==> src/rtl/he_mem_port_arbiter.sv <==
// he_mem_port_arbiter
// Shares one single-port memory bus between a read channel and a write channel.
// One transaction is in flight at a time. When both channels request, the channel
// that owned the bus last keeps it until it has completed MAX_BURST grants in a row,
// and then the other channel gets the bus. Strobes, address and write data are
// registered. The completion path back to the requesters is combinational.
// DATA_W defaults to the project-wide 32-bit datapath width.

module he_mem_port_arbiter #(
    parameter int MAX_BURST = 2,
    parameter int ADDR_W    = 32,
    parameter int DATA_W    = 32
) (
    input  logic              clk,
    input  logic              rst,
    input  logic              rd_req_i,
    input  logic [ADDR_W-1:0] rd_addr_i,
    output logic              rd_resp_o,
    output logic [DATA_W-1:0] rd_data_o,
    input  logic              wr_req_i,
    input  logic [ADDR_W-1:0] wr_addr_i,
    input  logic [DATA_W-1:0] wr_data_i,
    output logic              wr_resp_o,
    output logic              mem_read_o,
    output logic              mem_write_o,
    output logic [ADDR_W-1:0] mem_addr_o,
    output logic [DATA_W-1:0] mem_wdata_o,
    input  logic [DATA_W-1:0] mem_rdata_i,
    input  logic              mem_resp_i,
    output logic              idle_o,
    output logic              err_o
);

    // The streak counter saturates at MAX_BURST, so it only needs to hold 0..MAX_BURST
    localparam int STREAK_W = (MAX_BURST < 2) ? 1 : $clog2(MAX_BURST + 1);
    localparam logic [STREAK_W-1:0] STREAK_MAX = STREAK_W'(MAX_BURST);
    localparam logic [STREAK_W-1:0] STREAK_ONE = STREAK_W'(1);

    localparam logic [1:0] S_IDLE    = 2'd0;
    localparam logic [1:0] S_RD_BUSY = 2'd1;
    localparam logic [1:0] S_WR_BUSY = 2'd2;

    localparam logic OWNER_RD = 1'b0;
    localparam logic OWNER_WR = 1'b1;

    logic [1:0]          r_state;
    logic                r_lastOwner;
    logic [STREAK_W-1:0] r_streak;
    logic                r_memRead;
    logic                r_memWrite;
    logic [ADDR_W-1:0]   r_memAddr;
    logic [DATA_W-1:0]   r_memWdata;
    logic                r_err;

    logic                w_anyReq;
    logic                w_grantWr;
    logic [STREAK_W-1:0] w_nextStreak;

    // Pick the winner among the current requests and work out the streak it will leave behind
    always_comb begin
        w_anyReq     = rd_req_i | wr_req_i;
        w_grantWr    = OWNER_RD;
        w_nextStreak = STREAK_ONE;
        if (wr_req_i && !rd_req_i) begin
            w_grantWr = OWNER_WR;
        end else if (wr_req_i && rd_req_i) begin
            w_grantWr = (r_streak < STREAK_MAX) ? r_lastOwner : ~r_lastOwner;
        end
        if (w_grantWr == r_lastOwner) begin
            w_nextStreak = (r_streak == STREAK_MAX) ? r_streak : r_streak + STREAK_ONE;
        end
    end

    // Grant/complete state machine; the memory-side outputs are registered here
    always_ff @(posedge clk or negedge rst) begin
        if (!rst) begin
            r_state     <= S_IDLE;
            r_lastOwner <= OWNER_RD;
            r_streak    <= '0;
            r_memRead   <= 1'b0;
            r_memWrite  <= 1'b0;
            r_memAddr   <= '0;
            r_memWdata  <= '0;
        end else begin
            case (r_state)
                S_IDLE: begin
                    if (w_anyReq) begin
                        r_lastOwner <= w_grantWr;
                        r_streak    <= w_nextStreak;
                        if (w_grantWr == OWNER_WR) begin
                            r_state    <= S_WR_BUSY;
                            r_memWrite <= 1'b1;
                            r_memAddr  <= wr_addr_i;
                            r_memWdata <= wr_data_i;
                        end else begin
                            r_state   <= S_RD_BUSY;
                            r_memRead <= 1'b1;
                            r_memAddr <= rd_addr_i;
                        end
                    end
                end
                S_RD_BUSY, S_WR_BUSY: begin
                    if (mem_resp_i) begin
                        r_state    <= S_IDLE;
                        r_memRead  <= 1'b0;
                        r_memWrite <= 1'b0;
                    end
                end
                default: begin
                    r_state    <= S_IDLE;
                    r_memRead  <= 1'b0;
                    r_memWrite <= 1'b0;
                end
            endcase
        end
    end

    // A completion arriving with nothing outstanding is latched as an error until reset
    always_ff @(posedge clk or negedge rst) begin
        if (!rst) begin
            r_err <= 1'b0;
        end else if (mem_resp_i && (r_state == S_IDLE)) begin
            r_err <= 1'b1;
        end
    end

    assign rd_resp_o   = mem_resp_i & (r_state == S_RD_BUSY);
    assign rd_data_o   = mem_rdata_i;
    assign wr_resp_o   = mem_resp_i & (r_state == S_WR_BUSY);
    assign mem_read_o  = r_memRead;
    assign mem_write_o = r_memWrite;
    assign mem_addr_o  = r_memAddr;
    assign mem_wdata_o = r_memWdata;
    assign idle_o      = (r_state == S_IDLE);
    assign err_o       = r_err;

endmodule

==> config.mk <==
export PLATFORM = sky130hd
export DESIGN_NAME = he_mem_port_arbiter
export DESIGN_NICKNAME = d
export VERILOG_FILES = /design/src/rtl/he_mem_port_arbiter.sv
export SDC_FILE = /design/constraint.sdc
export NUM_CORES = 1
export LEC_CHECK = 0
export ABC_AREA = 1
export BUFFER_PORTS_ARGS = -buffer_cell sky130_fd_sc_hd__buf_2
export CAP_MARGIN = 25
export CORE_ASPECT_RATIO = 0.5
export CORE_MARGIN = 2
export CORE_UTILIZATION = 42
export DETAILED_ROUTE_END_ITERATION = 10
export GPL_TIMING_DRIVEN = 0
export PLACE_DENSITY = 0.77
export SYNTH_ARGS = -nofsm -noshare
export SYNTH_HDL_FRONTEND = slang
export SYNTH_SLANG_ARGS = --single-unit
==> constraint.sdc <==
create_clock -name clk -period 2 [get_ports clk]
set_clock_uncertainty 0.1 [all_clocks]
set_input_delay 0.2 -clock clk [delete_from_list [all_inputs] [get_ports clk]]
set_output_delay 0.2 -clock clk [all_outputs]
set_load 0.03 [all_outputs]
# == After elaboration in Yosys (flattened, before gate mapping) ==
# Index checks and enable logic that the tools add are counted.
# classes
n_addsub,1
n_lt_le_gt_ge,1
eq_ne,9
mux,17
n_bitwise,4
n_reduce_logical,12
# ops
cell,n
2-to-1 mux 32 bit,1
AND reduction 3 bit,4
2-to-1 mux 2 bit,5
2-to-1 mux 1 bit,8
"!= test 2 bit, second input constant",3
"== test 2 bit, second input constant",2
"!= test 2 x 1 -> 1 bit, second input constant",2
one-hot mux 1 bit (2 select lines),2
one-hot mux 2 bit (2 select lines),1
AND reduction 2 bit,2
logical AND 1 bit,3
"adder 2 x 1 -> 2 bit, second input constant",1
bitwise AND 1 bit,2
"== test 2 x 1 -> 1 bit, second input constant",1
logical NOT 2 bit,1
"< comparator 2 bit, second input constant",1
OR reduction 2 bit,1
== test 1 bit,1
logical NOT 1 bit,1
NOT 1 bit,1
bitwise OR 1 bit,1
# word_totals
regBits,72
in_bits,133

# == Longest topological paths before layout ==
# logic_depth
depth_word,7
ltp_mapped,10
ltp_nobuf,9

# == Worst setup path before layout ==
# OpenSTA, ideal clock, no wires.
# synth_path
path_type,register to register
start,register r_state[0]
end,"register r_memAddr[10], in the netlist mem_addr_o[10]"
setup_ns,0.124
arrival_time_ns,1.538
required_time_ns,1.776
path_slack_ns,0.238
path_stages_with_launch,9
n_path_buf,1
synth_period_minus_slack_ns,1.762
path_cell_list,dfrtp_1 inv_1 ha_1 inv_2 nor2_4 inv_2 buf_2 nand2_1 nand2_1
# synth_between
elab_chain_cells,2
# synth_rtl
element,line,text
"start, declared",46,logic [1:0] r_state;
"start signal, assigned",77,r_state <= S_IDLE;
"start signal, assigned",91,r_state <= S_WR_BUSY;
"start signal, assigned",96,r_state <= S_RD_BUSY;
logical NOT 2 bit,--,
named net idle_o,30,"output logic idle_o,"
AND reduction 2 bit (no source line),--,
"end signal, assigned",93,r_memAddr <= wr_addr_i;
"end signal, assigned",98,r_memAddr <= rd_addr_i;
"end, declared",51,logic [ADDR_W-1:0] r_memAddr;
# The timed path passes the listed nets, and every way through them passes these cells.
# A chain may end at the register's enable or synchronous reset.

# == Final worst setup path ==
# layout_path
start,register r_state[0]
end,"register r_memAddr[24], in the netlist mem_addr_o[24]"
# layout_between
elab_chain_cells,2
# layout_rtl
element,line,text
logical NOT 2 bit,85,case (r_state)
AND reduction 2 bit (no source line),--,
# Every way passes these cells.

==> metrics <==
register area share after synthesis 0.506; Yosys top cell area share 0.506; fin. max-slew vios 0; first-pass GRT wire length between 15,000 and 20,000 µm; Least-Margin Pin Slew 0.914 ns; Buffers on Ports around 200; Syn. warnings 0; EDFF count, synth 0; async set or reset register ratio after synthesis 1.00; pwr dens around 1600 nW/µm²; Max-slew headroom 0.390; Starting Density 0.439; Final Cycle Share 0.911; Netlist cell types 20; DR vias 3,651; Iteration-0 DRC Markers around 130; ANT nets after route 0; simple-gate share of the synthesized area 0.238; worst slack, placed 0.209 ns; synthesized instance count about 440; slowest CP cell dfrtp_1; Placed Area 4710 µm²; clk_lat worst skew ~0.33 ns; WS Path Type reg -> reg; final instance area 5350 µm²; Area contributors post-synth dfrtp_1 (51%), nand2_1 (22%), o211ai_1 (7.6%), buf_4 (7.4%), inv_1 (4.5%); final setup TNS 0 ns; ys flop type dfrtp_1; # diodes 0; Rows 23; DPL Wire Length 7330 µm; unrepaired setup endpoints after global routing no; Synth Area in XOR/XNOR 0; Num CTS Buffers 9; GP Congestion 0.798; All-Layer GR Usage 0.230; CTS sink cnt 72; Crit Path Max Fanout 10; Total Nets Final 818; GR Overflow Total 0; Pre-Repair DR Iteration Count 4; DR DRC count 0; outcome finished, final reports clean; final WL 10,400 µm; post-synthesis adder-cell area fraction 0.0141; Critical Path Max Stage Delay 0.38 ns; synth-to-layout area growth 50.3%; post-synthesis mux area share 0; Max clock buf depth 2; crit end category flop; Max Cap Violations 0; Arr. time, crit path 2.00 ns; static leakage 3.20 nW; die width 134 µm; Core Area 8120 µm²; FMAX 0.549 GHz; Syn Area/Cell 8.18 µm²; initial antenna violation count 0; root buffer cell clkbuf_16; die height about 69 µm; largest family of logic cells by synthesized area simple AND/OR/NAND/NOR gates; post-synthesis compound-gate area fraction 0.0868; largest net degree at the start of global routing 73; CTS tree yes; Hold Path Class in -> reg; number of global-route vias before repair 3,713; Post-synth top cells nand2_1 (207), dfrtp_1 (72), inv_1 (43); top-count cell post-synth nand2_1; Synth Net Count 572; Ports around 240; final hold vios 0; Mapped Area 3560 µm²; layout cells sized above 1 0.402; die area 9270 µm²; clk slew on worst S/H paths 0.06 ns; # H-tree levels 3; Vias per Instance 4.58; Setup WS post-layout ~0.18 ns; number of fill cells 670; Final Setup Violations 0; cells along the critical path inv_1, ha_1, inv_2, nor2_4, buf_2, o211ai_1, nand2_1; Synth Register Bits 72; peak supply drop 0.862 mV; register-to-register path setup slack between 0.15 and 0.2 ns; Worst EP required 2.18 ns; Avg WL per Cell 13.0 µm; Tmin final 1.82 ns; Synth area leader dfrtp_1; CP Launch Type flop
## registers in the layout, indices dropped and copies added, names as in the netlist
name / flops
mem_read_o: 1
mem_addr_o: 32
r_streak: 2
mem_write_o: 1
r_lastOwner: 1
r_state: 2
mem_wdata_o: 32
err_o: 1
## cell families (layout without fill, tap and decap cells)
family          Yosys count  in the layout
buf+inv                  98            349
flops                    72             72
simple gates            219            219
compound gates           42             42
fa+ha+maj                 4              4
## worst paths after layout
check,from,endpoint,cells past startpoint
worst max-delay path,r_state[0]$_DFFE_PN0P_,mem_addr_o[24]$_DFFE_PN0N_,7
worst min-delay path,wr_addr_i[0],mem_addr_o[0]$_DFFE_PN0N_,3
worst max register to register,r_state[0]$_DFFE_PN0P_,mem_addr_o[24]$_DFFE_PN0N_,7
worst min register to register,err_o$_DFFE_PN0P_,err_o$_DFFE_PN0P_,1
max in group asynchronous,rst,mem_wdata_o[6]$_DFFE_PN0P_,2
min in group asynchronous,rst,mem_addr_o[15]$_DFFE_PN0N_,2
## report_power, final
part	switching (mW)	total, mW	internal [mW]	leakage (nW)
combinational	2.91	4.21	1.30	2.17
sequential	0.381	2.54	2.16	0.884
clock	0.642	1.62	0.977	0.143
total	3.93	8.37	4.44	3.20
## cells in the final DEF, fill, tap and decap left out
| cell | netlist | layout |
|---|---|---|
| nand2_2 | 1 | 1 |
| buf_2 | 11 | 212 |
| ha_1 | 4 | 4 |
| o21a_1 | 1 | 1 |
| nand3_1 | 5 | 5 |
| clkinv_4 | 0 | 2 |
| bufinv_16 | 0 | 1 |
| dlygate4sd3_1 | 0 | 33 |
| inv_6 | 0 | 2 |
| buf_6 | 5 | 5 |
| nor2_1 | 3 | 3 |
| a21oi_1 | 1 | 1 |
| nand4_1 | 1 | 1 |
| nor2_4 | 1 | 1 |
| nand2_1 | 207 | 207 |
| nand2_4 | 1 | 1 |
| buf_4 | 35 | 36 |
| clkbuf_16 | 0 | 9 |
| o22a_1 | 1 | 1 |
| dfrtp_1 | 72 | 72 |
| inv_2 | 4 | 4 |
| inv_1 | 43 | 43 |
| clkinvlp_4 | 0 | 2 |
| o21ai_0 | 2 | 2 |
| o211ai_1 | 36 | 36 |
| a21o_1 | 1 | 1 |
## critical path, delay by kind of cell (launching register included)
| family | cells | cell delay [ns] |
|---|---|---|
| adder cells (fa/ha/maj) | 1 | 0.37 |
| buffers and inverters | 3 | 0.47 |
| flip-flops | 1 | 0.38 |
| AO/OA/AOI/OAI | 1 | 0.14 |
| AND/OR/NAND/NOR | 2 | 0.31 |
## layer usage
metal,routed length (µm),track usage,up-vias
met2,5540,0.438,139
met5,0,0,-
li1,-,-,1808
met1,4060,0.245,1689
met3,636,0.0581,15
met4,151,0.0830,0
## area by class of cell
class | count | area [µm²] | area share
flip-flops and latches | 72 | 1800 | 0.337
repair buffers | 235 | 1340 | 0.251
multi-input cells | 265 | 1210 | 0.226
plain buffers | 51 | 374 | 0.0699
clock buffers | 9 | 225 | 0.0421
inverters | 47 | 176 | 0.0330
well taps | 112 | 140 | 0.0262
clock inverters | 7 | 80.1 | 0.0150
## per-stage QoR
stage | utilization | total power, mW | hold WS (ns) | instances
floorplan | - | 5.43 | -0.196 | 435
global placement | 0.580 | 6.61 | 0.294 | 749
detailed placement | 0.581 | 6.71 | 0.296 | 749
CTS | 0.659 | 8.43 | 0.00115 | 798
global route | 0.659 | 8.97 | 0.0120 | 798
finish | 0.659 | 8.37 | 0.00977 | 798
## what timing repair did
action,CTS,global route
setup buffers,0,0
hold buffers,33,0
endpoints found under the hold margin,104,0
resized for setup,0,0
Note: power is estimated with default switching activity, not from simulation.
